File: src/rtl/microondas_pkg.sv
// Shared definitions for the microwave control front-end.
// Holds the keypad FSM state encoding, the keypad/BCD widths and the
// one-hot key encoder used by keypad_encoder.
package microondas_pkg;

    localparam int KEY_COUNT = 10;
    localparam int BCD_W     = 4;

    typedef enum logic [2:0] {
        ST_IDLE     = 3'd0,
        ST_DEBOUNCE = 3'd1,
        ST_LOAD     = 3'd2,
        ST_HOLD     = 3'd3,
        ST_RELEASE  = 3'd4
    } key_state_t;

    typedef struct packed {
        logic             single;
        logic             none;
        logic [BCD_W-1:0] code;
    } key_enc_t;

    // code is only meaningful when single is set; with several keys down it
    // holds the highest index, which the FSM never looks at.
    function automatic key_enc_t encode_keys(input logic [KEY_COUNT-1:0] keys);
        key_enc_t r;
        int       n;
        r = '{single: 1'b0, none: 1'b0, code: '0};
        n = 0;
        for (int i = 0; i < KEY_COUNT; i++) begin
            if (keys[i]) begin
                n++;
                r.code = BCD_W'(i);
            end
        end
        r.single = (n == 1);
        r.none   = (n == 0);
        return r;
    endfunction

endpackage

File: src/rtl/keypad_encoder_if.sv
// Load bus from the keypad front-end to the timer.
//   data_out : BCD digit of the last accepted key
//   loadn    : active-low load strobe
//   key_held : high from acceptance until debounced release
// master = keypad_encoder, slave = timer.
interface keypad_encoder_if;
    import microondas_pkg::*;

    logic [BCD_W-1:0] data_out;
    logic             loadn;
    logic             key_held;

    modport master (output data_out, output loadn, output key_held);
    modport slave  (input  data_out, input  loadn, input  key_held);

endinterface

File: src/rtl/key_sync.sv
// Two-flop synchroniser, WIDTH bits wide, asynchronous active-low clear.
// Also intended for the start/stop/door inputs.
//   clock  : sampling clock
//   clearn : async active-low clear, both stages go to 0
//   d      : asynchronous inputs
//   q      : synchronised outputs (two clocks of latency)
module key_sync #(
    parameter int WIDTH = 1
) (
    input  logic             clock,
    input  logic             clearn,
    input  logic [WIDTH-1:0] d,
    output logic [WIDTH-1:0] q
);

    logic [WIDTH-1:0] meta;

    always_ff @(posedge clock or negedge clearn) begin
        if (!clearn) begin
            meta <= '0;
            q    <= '0;
        end else begin
            meta <= d;
            q    <= meta;
        end
    end

endmodule

File: src/rtl/keypad_encoder.sv
// Keypad front-end: synchronises and debounces the ten digit keys, encodes
// the accepted key to BCD and issues one loadn pulse per accepted press.
//   clock   : system clock
//   clearn  : async active-low reset
//   enable  : key activity ignored while low
//   keypad  : raw active-high key lines, bit i = digit i
//   load_if : data_out / loadn / key_held towards the timer
//
// state       | meaning
// ------------+-----------------------------------------------------------
// ST_IDLE     | no key accepted, waiting for a single key
// ST_DEBOUNCE | candidate key must stay alone and unchanged for cnt cycles
// ST_LOAD     | loadn low, lcnt counts the remaining strobe cycles
// ST_HOLD     | key accepted and still down, other keys ignored
// ST_RELEASE  | all keys up, must stay up for cnt cycles before re-arming
module keypad_encoder
    import microondas_pkg::*;
#(
    parameter int DEBOUNCE_CYCLES = 4,
    parameter int LOAD_CYCLES     = 1
) (
    input  logic                 clock,
    input  logic                 clearn,
    input  logic                 enable,
    input  logic [KEY_COUNT-1:0] keypad,
    keypad_encoder_if.master     load_if
);

    localparam logic [7:0] DEB_INIT  = 8'(DEBOUNCE_CYCLES - 1);
    localparam logic [3:0] LOAD_INIT = 4'(LOAD_CYCLES - 1);

    logic [KEY_COUNT-1:0] ks;
    key_enc_t             enc;

    key_state_t       state;
    logic [BCD_W-1:0] cand;
    logic [7:0]       cnt;
    logic [3:0]       lcnt;
    logic [BCD_W-1:0] data_out_q;
    logic             loadn_q;
    logic             key_held_q;

    key_sync #(.WIDTH(KEY_COUNT)) u_sync (
        .clock  (clock),
        .clearn (clearn),
        .d      (keypad),
        .q      (ks)
    );

    assign enc = encode_keys(ks);

    always_ff @(posedge clock or negedge clearn) begin
        if (!clearn) begin
            state      <= ST_IDLE;
            cand       <= '0;
            cnt        <= '0;
            lcnt       <= '0;
            data_out_q <= '0;
            loadn_q    <= 1'b1;
            key_held_q <= 1'b0;
        end else if (!enable) begin
            // data_out deliberately keeps the last digit
            state      <= ST_IDLE;
            loadn_q    <= 1'b1;
            key_held_q <= 1'b0;
        end else begin
            case (state)
                ST_IDLE: begin
                    if (enc.single) begin
                        cand  <= enc.code;
                        cnt   <= DEB_INIT;
                        state <= ST_DEBOUNCE;
                    end
                end
                ST_DEBOUNCE: begin
                    if (!enc.single || enc.code != cand) begin
                        state <= ST_IDLE;
                    end else if (cnt == '0) begin
                        data_out_q <= cand;
                        loadn_q    <= 1'b0;
                        key_held_q <= 1'b1;
                        lcnt       <= LOAD_INIT;
                        state      <= ST_LOAD;
                    end else begin
                        cnt <= cnt - 8'd1;
                    end
                end
                ST_LOAD: begin
                    if (lcnt == '0) begin
                        loadn_q <= 1'b1;
                        state   <= ST_HOLD;
                    end else begin
                        lcnt <= lcnt - 4'd1;
                    end
                end
                ST_HOLD: begin
                    if (enc.none) begin
                        cnt   <= DEB_INIT;
                        state <= ST_RELEASE;
                    end
                end
                ST_RELEASE: begin
                    if (!enc.none) begin
                        state <= ST_HOLD;
                    end else if (cnt == '0) begin
                        key_held_q <= 1'b0;
                        state      <= ST_IDLE;
                    end else begin
                        cnt <= cnt - 8'd1;
                    end
                end
                default: state <= ST_IDLE;
            endcase
        end
    end

    assign load_if.data_out = data_out_q;
    assign load_if.loadn    = loadn_q;
    assign load_if.key_held = key_held_q;

endmodule
File: src/flat_wrapper.sv
// flat-port wrapper written by rule: the top's interface ports become plain ports
module keypad_encoder_flat import microondas_pkg::*;
#(
    parameter int DEBOUNCE_CYCLES = 4,
    parameter int LOAD_CYCLES     = 1
)
  (clock, clearn, enable, keypad, load_if_data_out, load_if_loadn, load_if_key_held);
  keypad_encoder_if load_if_i ();
  input  logic clock;
  input  logic clearn;
  input  logic enable;
  input  logic [KEY_COUNT-1:0] keypad;
  output wire logic [$bits(load_if_i.data_out)-1:0] load_if_data_out;
  output wire logic [$bits(load_if_i.loadn)-1:0] load_if_loadn;
  output wire logic [$bits(load_if_i.key_held)-1:0] load_if_key_held;
  assign load_if_data_out = load_if_i.data_out;
  assign load_if_loadn = load_if_i.loadn;
  assign load_if_key_held = load_if_i.key_held;
  keypad_encoder #(.DEBOUNCE_CYCLES(DEBOUNCE_CYCLES), .LOAD_CYCLES(LOAD_CYCLES)) u_core (.clock(clock), .clearn(clearn), .enable(enable), .keypad(keypad), .load_if(load_if_i));
endmodule
File: config.mk
export PLATFORM = sky130hd
export DESIGN_NAME = keypad_encoder_flat
export DESIGN_NICKNAME = d
export VERILOG_FILES = /design/src/rtl/microondas_pkg.sv /design/src/rtl/keypad_encoder_if.sv /design/src/rtl/key_sync.sv /design/src/rtl/keypad_encoder.sv /design/src/flat_wrapper.sv
export SDC_FILE = /design/constraint.sdc
export NUM_CORES = 1
export LEC_CHECK = 0
export ABC_AREA = 0
export BUFFER_PORTS_ARGS = -buffer_cell sky130_fd_sc_hd__buf_2
export CAP_MARGIN = 20
export CORE_ASPECT_RATIO = 0.9
export CORE_MARGIN = 3
export CORE_UTILIZATION = 50
export CTS_CLUSTER_DIAMETER = 80
export DETAILED_ROUTE_END_ITERATION = 16
export GPL_TIMING_DRIVEN = 0
export PLACE_DENSITY = 0.68
export SLEW_MARGIN = 20
export SYNTH_ARGS = -nofsm -noshare
export SYNTH_HDL_FRONTEND = slang
export SYNTH_SLANG_ARGS = --single-unit
export TNS_END_PERCENT = 10
File: constraint.sdc
create_clock -name clock -period 8.15 [get_ports clock]
set_input_delay 0 -clock clock [delete_from_list [all_inputs] [get_ports clock]]
set_output_delay 0 -clock clock [all_outputs]
set_load 0.005 [all_outputs]
; ---- Word level (Yosys, flattened, before mapping)
; Cells that the tools add are included.
; W data, S select, Z words.
[word_totals]
regBits = 45
input_bits = 13
out_inout_bits = 6
elab_cells = 107
[op_classes]
add_sub_neg = 11
eq_ne = 23
mux = 48
bitwise_logic = 1
n_reduce_logical = 15
[ops]
columns = operator, count
row1 = $mux W32, 9
row2 = $add A32 B2 Y32 const B, 8
row3 = $mux W8, 5
row4 = $mux W3, 12
row5 = $eq A32 B2 Y1 const B, 1
row6 = $logic_not A32 Y1, 1
row7 = $pmux W8 S4, 1
row8 = $mux W4, 5
row9 = $ne A3 B2 Y1 const B, 6
row10 = $pmux W3 S5, 1
row11 = $reduce_and A5 Y1, 3
row12 = $mux W1, 10
row13 = $logic_not A8 Y1, 1
row14 = $ne A2 B1 Y1 const B, 4
row15 = $pmux W4 S2, 1
row16 = $reduce_and A4 Y1, 2
row17 = $sub A8 B1 Y8 const B, 1
row18 = $eq A3 B2 Y1 const B, 2
row19 = $ne A3 B1 Y1 const B, 2
row20 = $reduce_and A6 Y1, 1
row21 = $logic_not A4 Y1, 1
row22 = $mux W2, 2
row23 = $ne A2 B2 Y1 const B, 2
row24 = $ne A4 B2 Y1 const B, 1
row25 = other kinds (15), 16

; ---- Longest topological paths before layout
[depth]
word_depth = 25
mapped_depth = 34

; ---- By module
; From an unflattened synthesis, not the netlist that was laid out.
[unflattened]
hier_cells = 348
hier_area_um2 = 3166.8
[by_module_without_submodules]
columns = mod, instances, cells_per_inst, area_each_um2, seq_area_each_um2
row1 = keypad_encoder, 1, 328, 2666.3, 626.9
row2 = key_sync, 1, 20, 500.5, 500.5

; ---- Least setup slack after synthesis
; Ideal clock, no wire load.
[synth_path]
kind = reg2reg
startpoint = reg u_core.u_sync.q[1]
endpoint = reg u_core.cnt[0]
setup_time_ns = 0.125
t_arrival_ns = 6.435
slack_ns = 1.590
path_stages_with_launch = 33
path_buffers = 0
path_cell_list = dfrtp_1 -> inv_1 -> ha_1 -> xor2_1 -> ha_1 -> mux2_2 -> ha_1 -> nor2b_1 -> nor2_1 -> and2_1 -> ha_1 -> inv_1 -> o21ai_0 -> ha_1 -> nor2b_1 -> nor2_1 -> ha_1 -> nand2_1 -> o31ai_1 -> ha_1 -> and2_1 -> a31oi_1 -> o41ai_1 -> ha_1 -> nand2_1 -> xnor2_1 -> xor2_1 -> a21oi_1 -> mux2_2 -> and2_1 -> o41a_4 -> a21boi_4 -> mux2_4
[synth_between]
elab_chain_cells = 22
elab_cells_between_ends = 36
cone_classes = add/sub: 8 / eq/ne: 6 / mux: 18 / reduce/logical: 4
[synth_rtl]
columns = element, line_no
row1 = start: declaration, key_sync.sv:13  ; output logic [WIDTH-1:0] q
row2 = start signal: assignment, key_sync.sv:24  ; q <= meta;
row3 = $mux W32, microondas_pkg.sv:31  ; if (keys[i]) begin
row4 = $add A32 B2 Y32, microondas_pkg.sv:32  ; n++;
row5 = $mux W32, microondas_pkg.sv:31
row6 = $add A32 B2 Y32, microondas_pkg.sv:32
row7 = $mux W32, microondas_pkg.sv:31
row8 = $add A32 B2 Y32, microondas_pkg.sv:32
row9 = $mux W32, microondas_pkg.sv:31
row10 = $add A32 B2 Y32, microondas_pkg.sv:32
row11 = (+6 left out), -
row12 = $mux W32, microondas_pkg.sv:31
row13 = $add A32 B2 Y32, microondas_pkg.sv:32
row14 = $mux W32, microondas_pkg.sv:31
row15 = $eq A32 B2 Y1, microondas_pkg.sv:36  ; r.single = (n == 1);
row16 = $logic_not A1 Y1, keypad_encoder.sv:76  ; if (!enc.single || enc.code != cand) begin
row17 = $logic_or A1 B1 Y1, keypad_encoder.sv:76
row18 = $ne A2 B2 Y1 (no line), -
row19 = $reduce_and A6 Y1 (no line) (*), -
row20 = end signal: assignment, keypad_encoder.sv:85  ; cnt <= cnt - 8'd1;
row21 = end signal: assignment, keypad_encoder.sv:109  ; cnt <= cnt - 8'd1;
row22 = end: declaration, keypad_encoder.sv:37  ; logic [7:0] cnt;
; Every way passes the cells marked *; elsewhere a longest branch is shown, timed or not.
; A chain may end at the register's enable or synchronous reset.

; ---- Worst setup path in the final report
[layout_path]
startpoint = reg u_core.u_sync.q[1]
endpoint = reg u_core.cnt[1]
; The elaborated chain is that of the path after synthesis.

==> impl_results.md <==
- Status: finished, final reports clean
- DR top layer: met4
- Row cnt: 26
- Critical setup path kind: reg2reg
- Final Skew: 0.00727 ns
- DIE HEIGHT: slightly above 80 um
- Pre-CTS WS: just over 0.9 ns
- Routed via count: 2628
- Net Count, Synth: between 300 and 400
- Worst setup SP type: register
- Post-CTS Setup Inserts: 0
- Yosys reg bits: 45
- Hold slack final: 0.166 ns
- Top FF cell, synth: dfrtp_1
- Initial antenna violation count: 0
- First-pass GRT wire length: ~11000 um
- P&R area growth vs syn: 12.8%
- Final Hold Fails: 0
- Post-synthesis cell count: between 300 and 400
- Mapped Avg Cell Area: between 9 and 10 um2
- CTS tree: done
- Clock transition at path regs: about 0.090 ns
- Count of cell types in the netlist: 71
- Final #Nets: just over 400
- Final setup fails: 0
- Antenna cell count: 0
- Layout cell share with drive strength beyond 1: 17.1%
- Drt first-iter violations: around 150
- Synth Area in Simple Gates: 21.9%
- Clock Latency Late Sink: roughly 0.30 ns
- Worst r2r src: u_core.u_sync.q[1]
- Power Density: about 250 nW/um2
- Chip Width: approximately 90 um
- Max FO, Critical Path: 7
- EDFF count, synth: 0
- # Max-Cap Violations: 0
- CP Capture Type: register
- Hold Path Class: in2reg
- WL/cell: between 10 and 15 um
- GP Congestion: between 0.8 and 0.9
- CP peak stage delay: between 0.5 and 0.6 ns
- Post-route ant nets: 0
- Synth Area in Adders: between 5 and 6%
- Synth warnings: 0
- RSZ-0062 raised after global routing: false
- WL met1: around 3300 um
- Clock buffer depth: 2
- Root buf cell: clkbuf_8
- Remaining DRCs: 0
- Period utilization: just under 90%
- Final Instance Count excl. Fillers: approximately 460
- Multiplexer share of the synthesized area: between 4 and 5%
- Largest family of logic cells by synthesized area: simple AND/OR/NAND/NOR gates
- Met3 WL: 300 um
- GRT Residual Overflow: 0
- Fillers: between 500 and 600
- CORE AREA: around 5900 um2
- Total CTS buffers: 5
- Vias/cell: 5.66
- Fin crit period: 7.23 ns
- Synthesized area: 3150 um2
- Final setup TNS: 0 ns
- Ports: 19
- Pwr Total: 891 uW
- Final Max Slew Viols: 0
- IO Port Bufs: 17
- Vias in the first global route: roughly 2500
- VDD IR-drop max: around 0.00012 V
- Beginning of the critical path: u_core.u_sync.q[1]
- Placed Cells: around 450
- Slowest cell on crit path: o41a_4
- Compound-Gate Fraction of Synth Area: about a fifth
- Critical path arrival: ~7.4 ns
- XOR/XNOR Fraction of Synth Area: under 10%
- Final WL: 6680 um
- Largest net degree at the start of global routing: 46
- Initial Util: a little over half
- Hold path startpoint: enable
- Synth async-reset ratio: 100%
- Post-DP HPWL: between 4000 and 5000 um
- H-tree depth: 2
- Most used cell, CP: ha_1
- CP required: approximately 8.3 ns
- Pin slew with the least headroom to its limit: around 0.88 ns
- GRT Total Usage: between 10% and 20%
- Clock Sinks: 45
- Max Clock Freq: 138 MHz
- DRT Pass-1 Iters: 4
- Pleak: approximately 1.6 nW
- Die Area: approximately 7300 um2
- Post-synthesis sequential area ratio: a little over a third
- Slew HR: between 40% and 50%
- Worst setup margin: between 0.9 and 1 ns
- WL met2: 3010 um
-- critical path: cells and delay by family (launching register included) --
| kind | cells | cell delay [ns] |
|---|---|---|
| fa+ha+maj | 8 | 2.44 |
| xor+xnor | 3 | 0.67 |
| simple gates | 9 | 1.24 |
| flops | 1 | 0.42 |
| mux | 3 | 0.91 |
| buf+inv | 2 | 0.11 |
| compound gates | 7 | 1.34 |
-- layout make-up --
cell class | count | area [um2] | share of cell area, %
timing repair buffer | 28 | 198 | 5.56
sequential | 45 | 1130 | 31.7
inverter | 27 | 101 | 2.85
buffer | 14 | 76.3 | 2.15
multi-input combinational | 258 | 1850 | 52.0
clock buffer | 6 | 82.6 | 2.32
tap | 84 | 105 | 2.96
clock inverter | 2 | 17.5 | 0.493
-- layer usage --
layer | vias to the layer above | global-route usage, %
met5 | - | 0
met3 | 7 | 3.24
met2 | 50 | 32.4
li1 | 1329 | -
met4 | 0 | 3.06
met1 | 1242 | 26.7
-- registers in the layout, summed over array words and instances (netlist names) --
| name | cells |
|---|---|
| u_core.u_sync.meta | 10 |
| u_core.u_sync.q | 10 |
| u_core.cnt | 8 |
| u_core.cand | 4 |
| u_core.lcnt | 4 |
| u_core.load_if.data_out | 4 |
| u_core.state | 3 |
| u_core.load_if.key_held | 1 |
| u_core.load_if.loadn | 1 |
-- cells in the mapped netlist, types with 4 or more instances --
library cell / number / area share, %
a31oi_1: 5 / 0.99
nand3_1: 10 / 1.6
and2_1: 4 / 0.79
xnor2_1: 8 / 2.2
nor3_1: 14 / 2.2
o2bb2ai_1: 4 / 1.1
inv_1: 25 / 3.0
ha_1: 12 / 4.8
nand4_1: 6 / 1.2
or2_2: 4 / 0.79
nor2b_1: 6 / 1.2
nor2_1: 34 / 4.0
dfrtp_1: 44 / 35
mux2_2: 10 / 3.6
a211oi_1: 5 / 1.2
a21oi_1: 17 / 2.7
o211ai_1: 5 / 1.2
clkbuf_1: 6 / 0.71
nand2b_1: 4 / 0.79
nand2_1: 24 / 2.9
buf_2: 4 / 0.63
o21ai_0: 8 / 1.3
o31ai_1: 8 / 1.9
-- final timing paths --
kind | to | slack (ns) | cells past startpoint
worst min-delay path | u_core.state[0] | 0.17 | 3
min in group asynchronous | u_core.u_sync.q[0] | 0.24 | 2
worst min register to register | u_core.u_sync.q[6] | 0.35 | 0
max in group asynchronous | u_core.state[2] | 7.53 | 2
worst max-delay path | u_core.cnt[1] | 0.92 | 32
worst max register to register | u_core.cnt[1] | 0.92 | 32
-- through the flow --
stage / util, % / cell area, um2
global route: 60.4 / 3560
global placement: 56.8 / 3340
floorplan: - / 3150
finish: 60.4 / 3560
detailed placement: 56.8 / 3340
CTS: 60.3 / 3550
-- cell families after synthesis --
logic type               after synthesis
AND/OR/NAND/NOR                      131
AO/OA/AOI/OAI                         83
flip-flops                            45
buffers and inverters                 41
XOR/XNOR                              18
multiplexers                          13
adder cells (fa/ha/maj)               13
-- power breakdown --
group | switching (mW) | internal, mW | total, mW
combinational | 0.253 | 0.188 | 0.440
clock | 0.0789 | 0.0704 | 0.149
sequential | 0.0391 | 0.262 | 0.301
total | 0.371 | 0.520 | 0.891
-- placed cells by master (no fill, tap or decap), types with 3 or more instances in the layout --
master / count
and3_1: 3
a21oi_1: 17
nand3b_1: 3
xnor2_1: 8
nor2b_1: 6
nor4_1: 3
nand3_1: 10
xor2_1: 3
clkbuf_8: 6
o31ai_1: 8
o2bb2ai_1: 4
o21ai_0: 8
a31oi_1: 5
dfrtp_1: 44
inv_1: 25
ha_1: 12
nand4_1: 6
or2_2: 4
dlygate4sd3_1: 11
clkbuf_1: 6
mux2_2: 10
o41ai_1: 3
a211oi_1: 5
o21ai_1: 3
buf_2: 20
nor2_1: 34
nor3_1: 14
nand2b_1: 4
o311ai_0: 3
and2_1: 4
xnor2_2: 3
o211ai_1: 5
a21o_1: 3
nand2_1: 24
-- timing repair --
action	4_1_cts	5_1_grt
endpoints found under the hold margin	54	0
gates resized for setup	0	0
hold buffers	11	0
endpoints found under the setup margin	0	0
(Power assumes the default switching activity.)
